[config.mk]
export PLATFORM = sky130hd
export DESIGN_NAME = cntry_vehicle_detector
export DESIGN_NICKNAME = d
export VERILOG_FILES = /design/src/rtl/cntry_vehicle_detector.sv
export SDC_FILE = /design/constraint.sdc
export NUM_CORES = 1
export LEC_CHECK = 0
export BUFFER_PORTS_ARGS = -buffer_cell sky130_fd_sc_hd__buf_2
export CAP_MARGIN = 0
export CORE_UTILIZATION = 59
export DETAILED_ROUTE_END_ITERATION = 8
export HOLD_SLACK_MARGIN = 0.06
export PLACE_DENSITY = 0.89
export SLEW_MARGIN = 25
export SYNTH_ARGS = -nofsm -noshare
export SYNTH_HDL_FRONTEND = slang
export SYNTH_SLANG_ARGS = --single-unit
[constraint.sdc]
create_clock -name clk -period 2.5 [get_ports clk]
set_input_delay 0.25 -clock clk [delete_from_list [all_inputs] [get_ports clk]]
set_output_delay 0.25 -clock clk [all_outputs]
set_load 0.1 [all_outputs]
[src/rtl/cntry_vehicle_detector.sv]
// Country-road loop conditioner: sync, debounce, vehicle queue count,
// GREEN-driven drain and stuck-loop fail-safe request.
module cntry_vehicle_detector #(
  parameter int DEB_CYC   = 4,
  parameter int DRAIN_CYC = 8,
  parameter int STUCK_CYC = 1024,
  parameter int CW        = 4
) (
  input  logic          clk,
  input  logic          clear,
  input  logic          loop_raw,
  input  logic [1:0]    cntry,
  output logic          traffic,
  output logic [CW-1:0] veh_count,
  output logic          sat,
  output logic          stuck
);

  localparam int DW = $clog2(DEB_CYC + 1);
  localparam int TW = $clog2(DRAIN_CYC + 1);
  localparam int SW = $clog2(STUCK_CYC + 1);

  localparam logic [DW-1:0] DEB_LAST = DW'(DEB_CYC - 1);
  localparam logic [TW-1:0] TMR_LAST = TW'(DRAIN_CYC - 1);
  localparam logic [SW-1:0] STK_MAX  = SW'(STUCK_CYC);

  typedef enum logic [1:0] {
    ABSENT,
    ARRIVING,
    PRESENT,
    LEAVING
  } st_e;

  logic          sync1_q, s_q;
  st_e           state_q, state_d;
  logic [DW-1:0] deb_q, deb_d, deb_inc;
  logic          deb_hit;
  logic          p, arrive, leave;
  logic [TW-1:0] tmr_q, tmr_d;
  logic [CW-1:0] veh_q, veh_d;
  logic          sat_q, sat_d;
  logic [SW-1:0] stk_q, stk_d;
  logic          stuck_q, stuck_d;
  logic          busy, tick, full;

  // Two-flop synchronizer for the asynchronous loop input
  always_ff @(posedge clk or posedge clear) begin
    if (clear) begin
      sync1_q <= 1'b0;
      s_q     <= 1'b0;
    end else begin
      sync1_q <= loop_raw;
      s_q     <= sync1_q;
    end
  end

  // Debounce state and run-length counter registers
  always_ff @(posedge clk or posedge clear) begin
    if (clear) begin
      state_q <= ABSENT;
      deb_q   <= '0;
    end else begin
      state_q <= state_d;
      deb_q   <= deb_d;
    end
  end

  // The current sample completes the run when deb_q already holds DEB_CYC-1
  assign deb_hit = (deb_q == DEB_LAST);
  assign deb_inc = deb_hit ? '0 : deb_q + DW'(1);

  // Debounce next state: a level change needs DEB_CYC agreeing samples
  always_comb begin
    state_d = state_q;
    deb_d   = deb_q;
    unique case (state_q)
      ABSENT: begin
        if (s_q) begin
          state_d = deb_hit ? PRESENT : ARRIVING;
          deb_d   = deb_inc;
        end
      end
      ARRIVING: begin
        if (!s_q) begin
          state_d = ABSENT;
          deb_d   = '0;
        end else begin
          if (deb_hit) state_d = PRESENT;
          deb_d = deb_inc;
        end
      end
      PRESENT: begin
        if (!s_q) begin
          state_d = deb_hit ? ABSENT : LEAVING;
          deb_d   = deb_inc;
        end
      end
      LEAVING: begin
        if (s_q) begin
          state_d = PRESENT;
          deb_d   = '0;
        end else begin
          if (deb_hit) state_d = ABSENT;
          deb_d = deb_inc;
        end
      end
      default: begin
        state_d = ABSENT;
        deb_d   = '0;
      end
    endcase
  end

  // Debounce outputs: filtered presence and its edge pulses
  always_comb begin
    p      = (state_q == PRESENT) || (state_q == LEAVING);
    arrive = !p && (state_d == PRESENT);
    leave  = p && (state_d == ABSENT);
  end

  assign busy = (cntry == 2'd2) && (veh_q != '0);
  assign tick = busy && (tmr_q == TMR_LAST);
  assign full = (veh_q == '1);

  // Queue, drain timer and stuck detector next-state
  always_comb begin
    tmr_d = '0;
    veh_d = veh_q;
    sat_d = sat_q;
    stk_d = stk_q;
    if (busy && !tick) tmr_d = tmr_q + TW'(1);
    if (arrive && !tick) begin
      if (full) sat_d = 1'b1;
      else      veh_d = veh_q + CW'(1);
    end else if (tick && !arrive) begin
      veh_d = veh_q - CW'(1);
    end
    if (leave)                     stk_d = '0;
    else if (p && stk_q != STK_MAX) stk_d = stk_q + SW'(1);
    stuck_d = (stk_d == STK_MAX);
  end

  // Queue, drain timer and stuck detector registers
  always_ff @(posedge clk or posedge clear) begin
    if (clear) begin
      tmr_q   <= '0;
      veh_q   <= '0;
      sat_q   <= 1'b0;
      stk_q   <= '0;
      stuck_q <= 1'b0;
    end else begin
      tmr_q   <= tmr_d;
      veh_q   <= veh_d;
      sat_q   <= sat_d;
      stk_q   <= stk_d;
      stuck_q <= stuck_d;
    end
  end

  assign traffic   = (veh_q != '0) || stuck_q;
  assign veh_count = veh_q;
  assign sat       = sat_q;
  assign stuck     = stuck_q;

endmodule

# Yosys cells after proc, flatten, opt, wreduce, memory -nomap -nowiden
# Cells that the tools add are included.
totals:
  elab_cells: 68
  ff_bits: 28
  input_bits: 5
classes:
  n_eq_ne: 13
  n_reduce_logical: 20
  addsub: 5
  n_mux: 21
ops:
  columns: ["operator", "count"]
  rows:
  - ["$mux W11", 2]
  - ["$mux W2", 8]
  - ["$mux W4", 4]
  - ["$mux W3", 5]
  - ["$pmux W3 S4", 1]
  - ["$add A11 B1 Y11 const B", 1]
  - ["$eq A11 B11 Y1 const B", 1]
  - ["$ne A11 B11 Y1 const B", 1]
  - ["$add A4 B1 Y4 const B", 2]
  - ["$eq A2 B2 Y1 const B", 4]
  - ["$logic_and A1 B1 Y1", 8]
  - ["$pmux W2 S4", 1]
  - ["$ne A2 B2 Y1 const B", 3]
  - ["$reduce_and A2 Y1", 3]
  - ["$eq A4 B3 Y1 const B", 1]
  - ["$eq A4 B4 Y1 const B", 1]
  - ["$logic_not A2 Y1", 2]
  - ["$reduce_bool A4 Y1", 1]
  - ["$sub A4 B1 Y4 const B", 1]
  - ["$add A3 B1 Y3 const B", 1]
  - ["$eq A3 B2 Y1 const B", 1]
  - ["$logic_not A1 Y1", 3]
  - ["$eq A2 B1 Y1 const B", 1]
  - ["$logic_or A1 B1 Y1", 2]
  - ["$reduce_bool A2 Y1", 1]

# Depth between registers and ports, before layout
# Gate-level depths: netlist of the first run.
depth:
  depth_word: 10
  mapped_depth: 9
  mapped_depth_nobuf: 9

# Least setup slack after synthesis of the first run
# Ideal clock, no wire load.
synth_path:
  path_type: "flip-flop to flip-flop"
  start: "reg veh_q[0] (netlist: veh_count[0])"
  end: "reg veh_q[3] (netlist: veh_count[3])"
  setup_slack_ps: -437
  arrival_ps: 2777
  setup_time_ps: 160
  stages_incl_launch_ff: 9
  cell_sequence: "dfrtp_1 nor4_2 o31ai_1 ha_1 a21o_1 a21oi_1 xnor2_1 nand2_1 xnor2_1"
synth_via:
  elab_chain_cells: 7
  elab_cells_between_ends: 15
synth_lines:
  columns: ["element", "line_no", "text"]
  rows:
  - ["from (decl)", "40", "logic [CW-1:0] veh_q, veh_d;"]
  - ["from (signal assigned)", "153", "veh_q <= veh_d;"]
  - ["$reduce_bool A4 Y1", "121", "assign busy = (cntry == 2'd2) && (veh_q != '0);"]
  - ["$logic_and A1 B1 Y1", "121", null]
  - ["$logic_and A1 B1 Y1", "122", "assign tick = busy && (tmr_q == TMR_LAST);"]
  - ["$logic_not A1 Y1", "132", "if (arrive && !tick) begin"]
  - ["$logic_and A1 B1 Y1", "132", null]
  - ["$ne A2 B2 Y1 (no source line) / $reduce_bool A2 Y1 (equally long branches)", null, null]
  - ["$reduce_and A2 Y1 (no source line)", null, null]
# Several ways; a longest one is shown, not always the timed one. The select of a mux whose other input is x is not followed.
# A chain may end at the register's enable or synchronous reset.

# Worst setup path in the final report of the first run
layout_path:
  start: "reg deb_q[0]"
  end: "reg veh_q[3] (netlist: veh_count[3])"
layout_via:
  elab_chain_cells: 10
  elab_cells_between_ends: 19
layout_lines:
  columns: ["element", "line_no", "text"]
  rows:
  - ["from (decl)", "36", "logic [DW-1:0] deb_q, deb_d, deb_inc;"]
  - ["from (signal assigned)", "61", "deb_q <= '0;"]
  - ["from (signal assigned)", "64", "deb_q <= deb_d;"]
  - ["$eq A3 B2 Y1 (*)", "69", "assign deb_hit = (deb_q == DEB_LAST);"]
  - ["$mux W2 (on tied branches) (2 in series)", null, null]
  - ["$pmux W2 S4 (*)", "76", "unique case (state_q)"]
  - ["$eq A2 B2 Y1 (*)", "117", "arrive = !p && (state_d == PRESENT);"]
  - ["$logic_and A1 B1 Y1 (*)", "117", null]
  - ["$logic_not A1 Y1", "135", "end else if (tick && !arrive) begin"]
  - ["$logic_and A1 B1 Y1", "135", null]
  - ["$reduce_bool A2 Y1 (no source line)", null, null]
  - ["$reduce_and A2 Y1 (no source line)", null, null]
# Every way passes the cells marked *; elsewhere a longest branch is shown, timed or not.

==> results.md, run 1 <==
- Starting Density: 0.644
- Port Buffers: 11
- Status: completed
- Fin nets: between 150 and 200
- First-pass GRT wire length: ~5.1 mm
- DIE WIDTH: around 55 um
- Syn. warnings: 0
- Total Power: ~1.4 mW
- Initial DRC count: 20
- RSZ-0062 raised after global routing: false
- Post-DP Area: between 0.0015 and 0.002 sq mm
- Area contributors post-synth: dfrtp_1, ha_1, buf_6
- Synth Flop Type: dfrtp_1
- Mapped Nets: roughly 170
- Slew Limit Fails: 0
- Via count: 1275
- Final setup violation count: 0
- CP max FO: 5
- Initial DRT Pass Iterations: 4
- Worst-path clk slew: around 0.14 ns
- Worst Path Arrival: about 2.6 ns
- Share of cells above drive strength 1: 0.230
- Post-CTS Setup Bufs: 0
- Distinct cell type count after synthesis: 50
- Top-area cell type share of the netlist area: 0.428
- Fin. Hold Viols: 0
- Area leader, netlist: dfrtp_1
- Leak pwr: around 0.76 nW
- DIE HEIGHT: 54.7 um
- Post-route ant nets: 0
- Worst-Skew Late Latency: about 0.32 ns
- Slew @ Worst Pin: between 0.4 and 0.5 ns
- Hold crit path type: primary input to flop
- Crit start category: flop
- Fmax: 428 MHz
- H-tree Lvls: 1
- Vias in the first global route: around 1200
- DR DRC count: 0
- Worst VDD drop: between 0.6 and 0.7 mV
- Crit path time final: about 2.3 ns
- Seq cells post-synth: 28
- Skew final: 0.00359 ns
- PD cells: just under 800 mW/mm^2
- Async SR Flop Fraction: 1.00
- EDFF count, synth: 0
- Syn Area/Cell: roughly 10 sq um
- Final cycle utilization of the critical path: 0.934
- Final core occ: 0.707
- Final hold slack: between 0.3 and 0.4 ns
- Die area: between 0.002 and 0.003 sq mm
- Synthesis-to-finish area growth: 9.86%
- Crit Path Category: flop to flop
- Post-Syn Area: between 0.0015 and 0.002 sq mm
- Cell with the most instances after synthesis: dfrtp_1
- Slew headroom: 0.684
- Final Cell Area: 0.00180 sq mm
- Core Box Area: 0.00254 sq mm
- CTS tree: built
- Maxcap violations: 0
- Final Wtd Congestion: about 0.84
- Rows: 18
- CP endpoint kind: flop
- CP Data Required Time: around 2.7 ns
- Fin Setup TNS: 0 ns
- Seq/Total Area, Yosys: 0.428
- CTS Sinks: 28
- Remaining Overflow, GRT: 0
- # IOs: 12
- Total CTS buffers: 3
- ANT cells: 0
- Top cells by count, synth: dfrtp_1, nand2_1, nor2_1
- Total track usage: 0.241
- Fill cell count: between 150 and 200
- Routed Wire Length: just over 3 mm
- Clock tree buffer depth: 2
- Initial antenna violation count: 0
- Drt via density: 6.25
- Largest net degree at the start of global routing: 29
- Drt wl/cell: roughly 15 um
- Post-DP HPWL: 2.26 mm
- CTS root buffer: clkbuf_4
- Cell count after synthesis: 157
## routing by layer
layer,vias to the layer above,global-route usage,share of wire
li1,612,-,-
met4,0,0.0855,0.0064
met5,-,0,0
met3,2,0.0361,0.034
met2,26,0.414,0.51
met1,635,0.303,0.45
## kinds of logic (layout without fill, tap and decap cells)
| kind of cell | count (synthesis) | in the layout | share of synthesized area |
|---|---|---|---|
| buffers and inverters | 11 | 28 | 0.0443 |
| adders and majority gates | 7 | 7 | 0.0581 |
| DFF | 28 | 28 | 0.428 |
| and+or+nand+nor | 62 | 62 | 0.241 |
| xor gates and xnor gates | 7 | 7 | 0.0374 |
| AOI/OAI and AO/OA | 35 | 35 | 0.146 |
| muxes | 7 | 7 | 0.0458 |
## critical path, cell delays in order (launching register included)
cell      delay (ns)
dfrtp_1         0.38
ha_1            0.22
nor4bb_2        0.36
buf_4           0.20
o31ai_4         0.10
ha_1            0.29
a21o_1          0.16
a21oi_1         0.17
xnor2_1         0.14
nand2_1         0.09
xnor2_1         0.15
## cell usage in the layout, fill, tap and decap left out, types with 5 or more instances in the layout
cell type and count:
a21oi_1 7, nand2b_1 5, buf_2 11, ha_1 6, nor2_1 8, inv_1 6, xnor2_1 5, nand2_1 12
dfrtp_1 24, o21ai_0 7, buf_4 5
## final cells by class
class	instances	area (sq um)	area share
timing repair buffer	18	113	0.0626
clock buffer	4	36.3	0.0202
multi-input combinational	118	885	0.492
tap	30	37.5	0.0209
sequential	28	706	0.392
inverter	6	22.5	0.0125
## worst paths after layout
| kind | startpoint | end | slack, ns | cells past startpoint |
|---|---|---|---|---|
| max | deb_q[0] | veh_count[3] | 0.17 | 10 |
| min | cntry[1] | tmr_q[2] | 0.33 | 3 |
| max reg2reg | deb_q[0] | veh_count[3] | 0.17 | 10 |
| min reg2reg | sync1_q | s_q | 0.38 | 0 |
| max in group asynchronous | clear | veh_count[0] | 1.69 | 4 |
| min in group asynchronous | clear | stuck | 0.53 | 4 |
## sequential cells by signal, indices dropped and copies added, names as in the netlist
signal and count:
deb_q 3, s_q 1, sat 1, state_q 2, stk_q 11, stuck 1, sync1_q 1, tmr_q 4
veh_count 4
## timing repair
action	in CTS	in global routing
hold endpoints to repair	29	0
hold buffers	2	0
gates resized for setup	0	2
endpoints found under the setup margin	0	1
## per-stage QoR
stage | cells | setup slack (ns)
global placement | 198 | 0.296
CTS | 204 | 0.0811
global route | 204 | 0.00550
finish | 204 | 0.165
detailed placement | 198 | 0.147
floorplan | 157 | 0.0336
## power breakdown
part	internal (mW)	switching (mW)	total (mW)	leakage [nW]
clock	0.0890	0.122	0.211	0.0210
combinational	0.253	0.316	0.569	0.389
sequential	0.534	0.114	0.648	0.346
Power figures use the tool's default switching activity.
==> run 2, diff against run 1 <==
--- a/config.mk
+++ b/config.mk
@@ -7,10 +7,11 @@
 export LEC_CHECK = 0
 export BUFFER_PORTS_ARGS = -buffer_cell sky130_fd_sc_hd__buf_2
 export CAP_MARGIN = 0
-export CORE_UTILIZATION = 59
+export CORE_UTILIZATION = 60
+export CTS_BUF_LIST = sky130_fd_sc_hd__clkbuf_2 sky130_fd_sc_hd__clkbuf_4 sky130_fd_sc_hd__clkbuf_8
 export DETAILED_ROUTE_END_ITERATION = 8
 export HOLD_SLACK_MARGIN = 0.06
-export PLACE_DENSITY = 0.89
+export PLACE_DENSITY = 0.9
 export SLEW_MARGIN = 25
 export SYNTH_ARGS = -nofsm -noshare
 export SYNTH_HDL_FRONTEND = slang
==> results.md, run 2 (synthesis gave the netlist of run 1 again) <==
- Status: completed
- Reg power frac: 0.454
- DR DRC count: 0
- Fin Setup TNS: 0 ns
- Total CTS buffers: 3
- Share of cells above drive strength 1: 0.230
- H-tree Lvls: 1
- Final Worst Setup Slack: 0.102 ns
- Hold crit path type: primary input to flop
- CP Data Required Time: around 2.7 ns
- Power Internal: between 0.8 and 0.9 mW
- DIE HEIGHT: about 54 um
- Via count: roughly 1300
- Slew Limit Fails: 0
- Final setup violation count: 0
- Crit Path Category: flop to flop
- Initial DRC count: 23
- Worst-path clk slew: around 0.14 ns
- Worst Path Arrival: around 2.6 ns
- Worst-Skew Late Latency: between 0.3 and 0.4 ns
- Top reg by flops: stk_q
- Total track usage: 0.278
- Commonest non-fill, non-tap cells in the layout: dfrtp_1, nand2_1, buf_2
- Switching Power: 0.571 mW
- Crit path time final: roughly 2.4 ns
- Post-DP HPWL: 2.46 mm
- First-pass GRT wire length: ~5.7 mm
- Hold depth: 3
- Synthesis-to-finish area growth: 10.4%
- Combinational Power Share: 0.406
- Crit start category: flop
- R2R cell count: 7
- Clk pwr share: 0.139
- Drt wl/cell: around 17 um
- Drt via density: approximately 6.4
- Slew headroom: 0.522
- Port Buffers: 11
- Fin. Hold Viols: 0
- Clock tree buffer depth: 2
- Largest net degree at the start of global routing: 24
- Leading cell type in the layout, fill and taps excluded: dfrtp_1
- Initial antenna violation count: 0
- Worst VDD drop: ~0.75 mV
- CP max FO: 8
- ANT cells: 0
- # IOs: 12
- CP endpoint kind: flop
- CTS tree: built
- Starting Density: 0.649
- Remaining Overflow, GRT: 0
- Skew final: roughly 0.0069 ns
- Routed Wire Length: roughly 3.4 mm
- PD cells: 794 mW/mm^2
- Vias in the first global route: between 1000 and 1500
- Post-route ant nets: 0
- CTS root buffer: clkbuf_4
- Final cycle utilization of the critical path: 0.959
- Final Wtd Congestion: 0.883
- DIE WIDTH: about 54 um
- Maxcap violations: 0
- Fmax: approximately 420 MHz
- Initial DRT Pass Iterations: 4
- Slew @ Worst Pin: 0.716 ns
- Fin nets: 187
- Leak pwr: around 0.75 nW
- Number of flip-flops in the largest register: 11
- Pre-CTS setup slack: 0.00904 ns
- Rows: 18
- RSZ-0062 raised after global routing: false
- Switching power share of the total: 0.397
- CTS Sinks: 28
- Core Box Area: ~0.0025 sq mm
- Die area: a little under 0.003 sq mm
- Final core occ: 0.717
run 2: changes by cell type in the layout (fill, tap and decap cells not counted):
| cell | previous run | this run |
|---|---|---|
| clkbuf_4 | 3 | 4 |
| clkbuf_8 | 1 | 0 |
| nor3b_2 | 1 | 0 |
| nor3b_4 | 0 | 1 |
| nor4bb_2 | 1 | 0 |
| nor4bb_4 | 0 | 1 |
run 2: layout make-up:
type | instances | area, sq um
clock buffer | 4 | 30.0
sequential | 28 | 706
fill | 186 | 714
multi-input combinational | 118 | 900
timing repair buffer | 18 | 113
inverter | 6 | 22.5
tap | 30 | 37.5
run 2: path summary, 6_finish.rpt:
| path | slack [ns] | from | to |
|---|---|---|---|
| setup / recovery | 0.10 | deb_q[1] | stuck |
| hold / removal | 0.35 | cntry[1] | tmr_q[3] |
| setup reg to reg | 0.10 | deb_q[1] | stuck |
| hold reg to reg | 0.38 | sync1_q | s_q |
| max in group asynchronous | 1.32 | clear | stk_q[7] |
| min in group asynchronous | 0.56 | clear | stk_q[3] |
run 2: power by group through the flow:
stage	Combinational [mW]	Clock, mW	Sequential [mW]
after detailed placement	0.562	0	0.655
after CTS	0.572	0.208	0.646
final	0.584	0.200	0.652
after global routing	0.650	0.220	0.665
after global placement	0.528	0	0.641
after floorplan	0.446	0	0.673
run 2: what timing repair did:
item                       CTS  global route
hold buffers                 2             0
gates cloned                 0             0
setup endpoints to repair    1             1
resized for setup            1             3
setup buffers                0             0
hold endpoints to repair    19             0
run 2: worst max-delay path, cell delays in order (launching register included):
cell and delay [ns]:
dfrtp_1 0.39, ha_1 0.23, nor3b_4 0.29, buf_4 0.21, o21ai_0 0.09, a22o_1 0.28, or4b_4 0.50, nor4b_2 0.32
run 2: metrics by stage:
| stage | std cells | hold slack (ns) | power [mW] | cell area, sq um |
|---|---|---|---|---|
| after global placement | 198 | 0.335 | 1.17 | 1730 |
| final | 204 | 0.354 | 1.44 | 1810 |
| after floorplan | 157 | 0.281 | 1.12 | 1650 |
| after CTS | 204 | 0.291 | 1.43 | 1780 |
| after detailed placement | 198 | 0.346 | 1.22 | 1730 |
| after global routing | 204 | 0.352 | 1.53 | 1810 |
run 2: per-layer routing:
metal	routed length (um)	global-route usage	share of wire
met1	1450	0.326	0.42
met2	1830	0.490	0.53
met3	83	0.0361	0.024
met4	73	0.145	0.021
met5	0	0	0
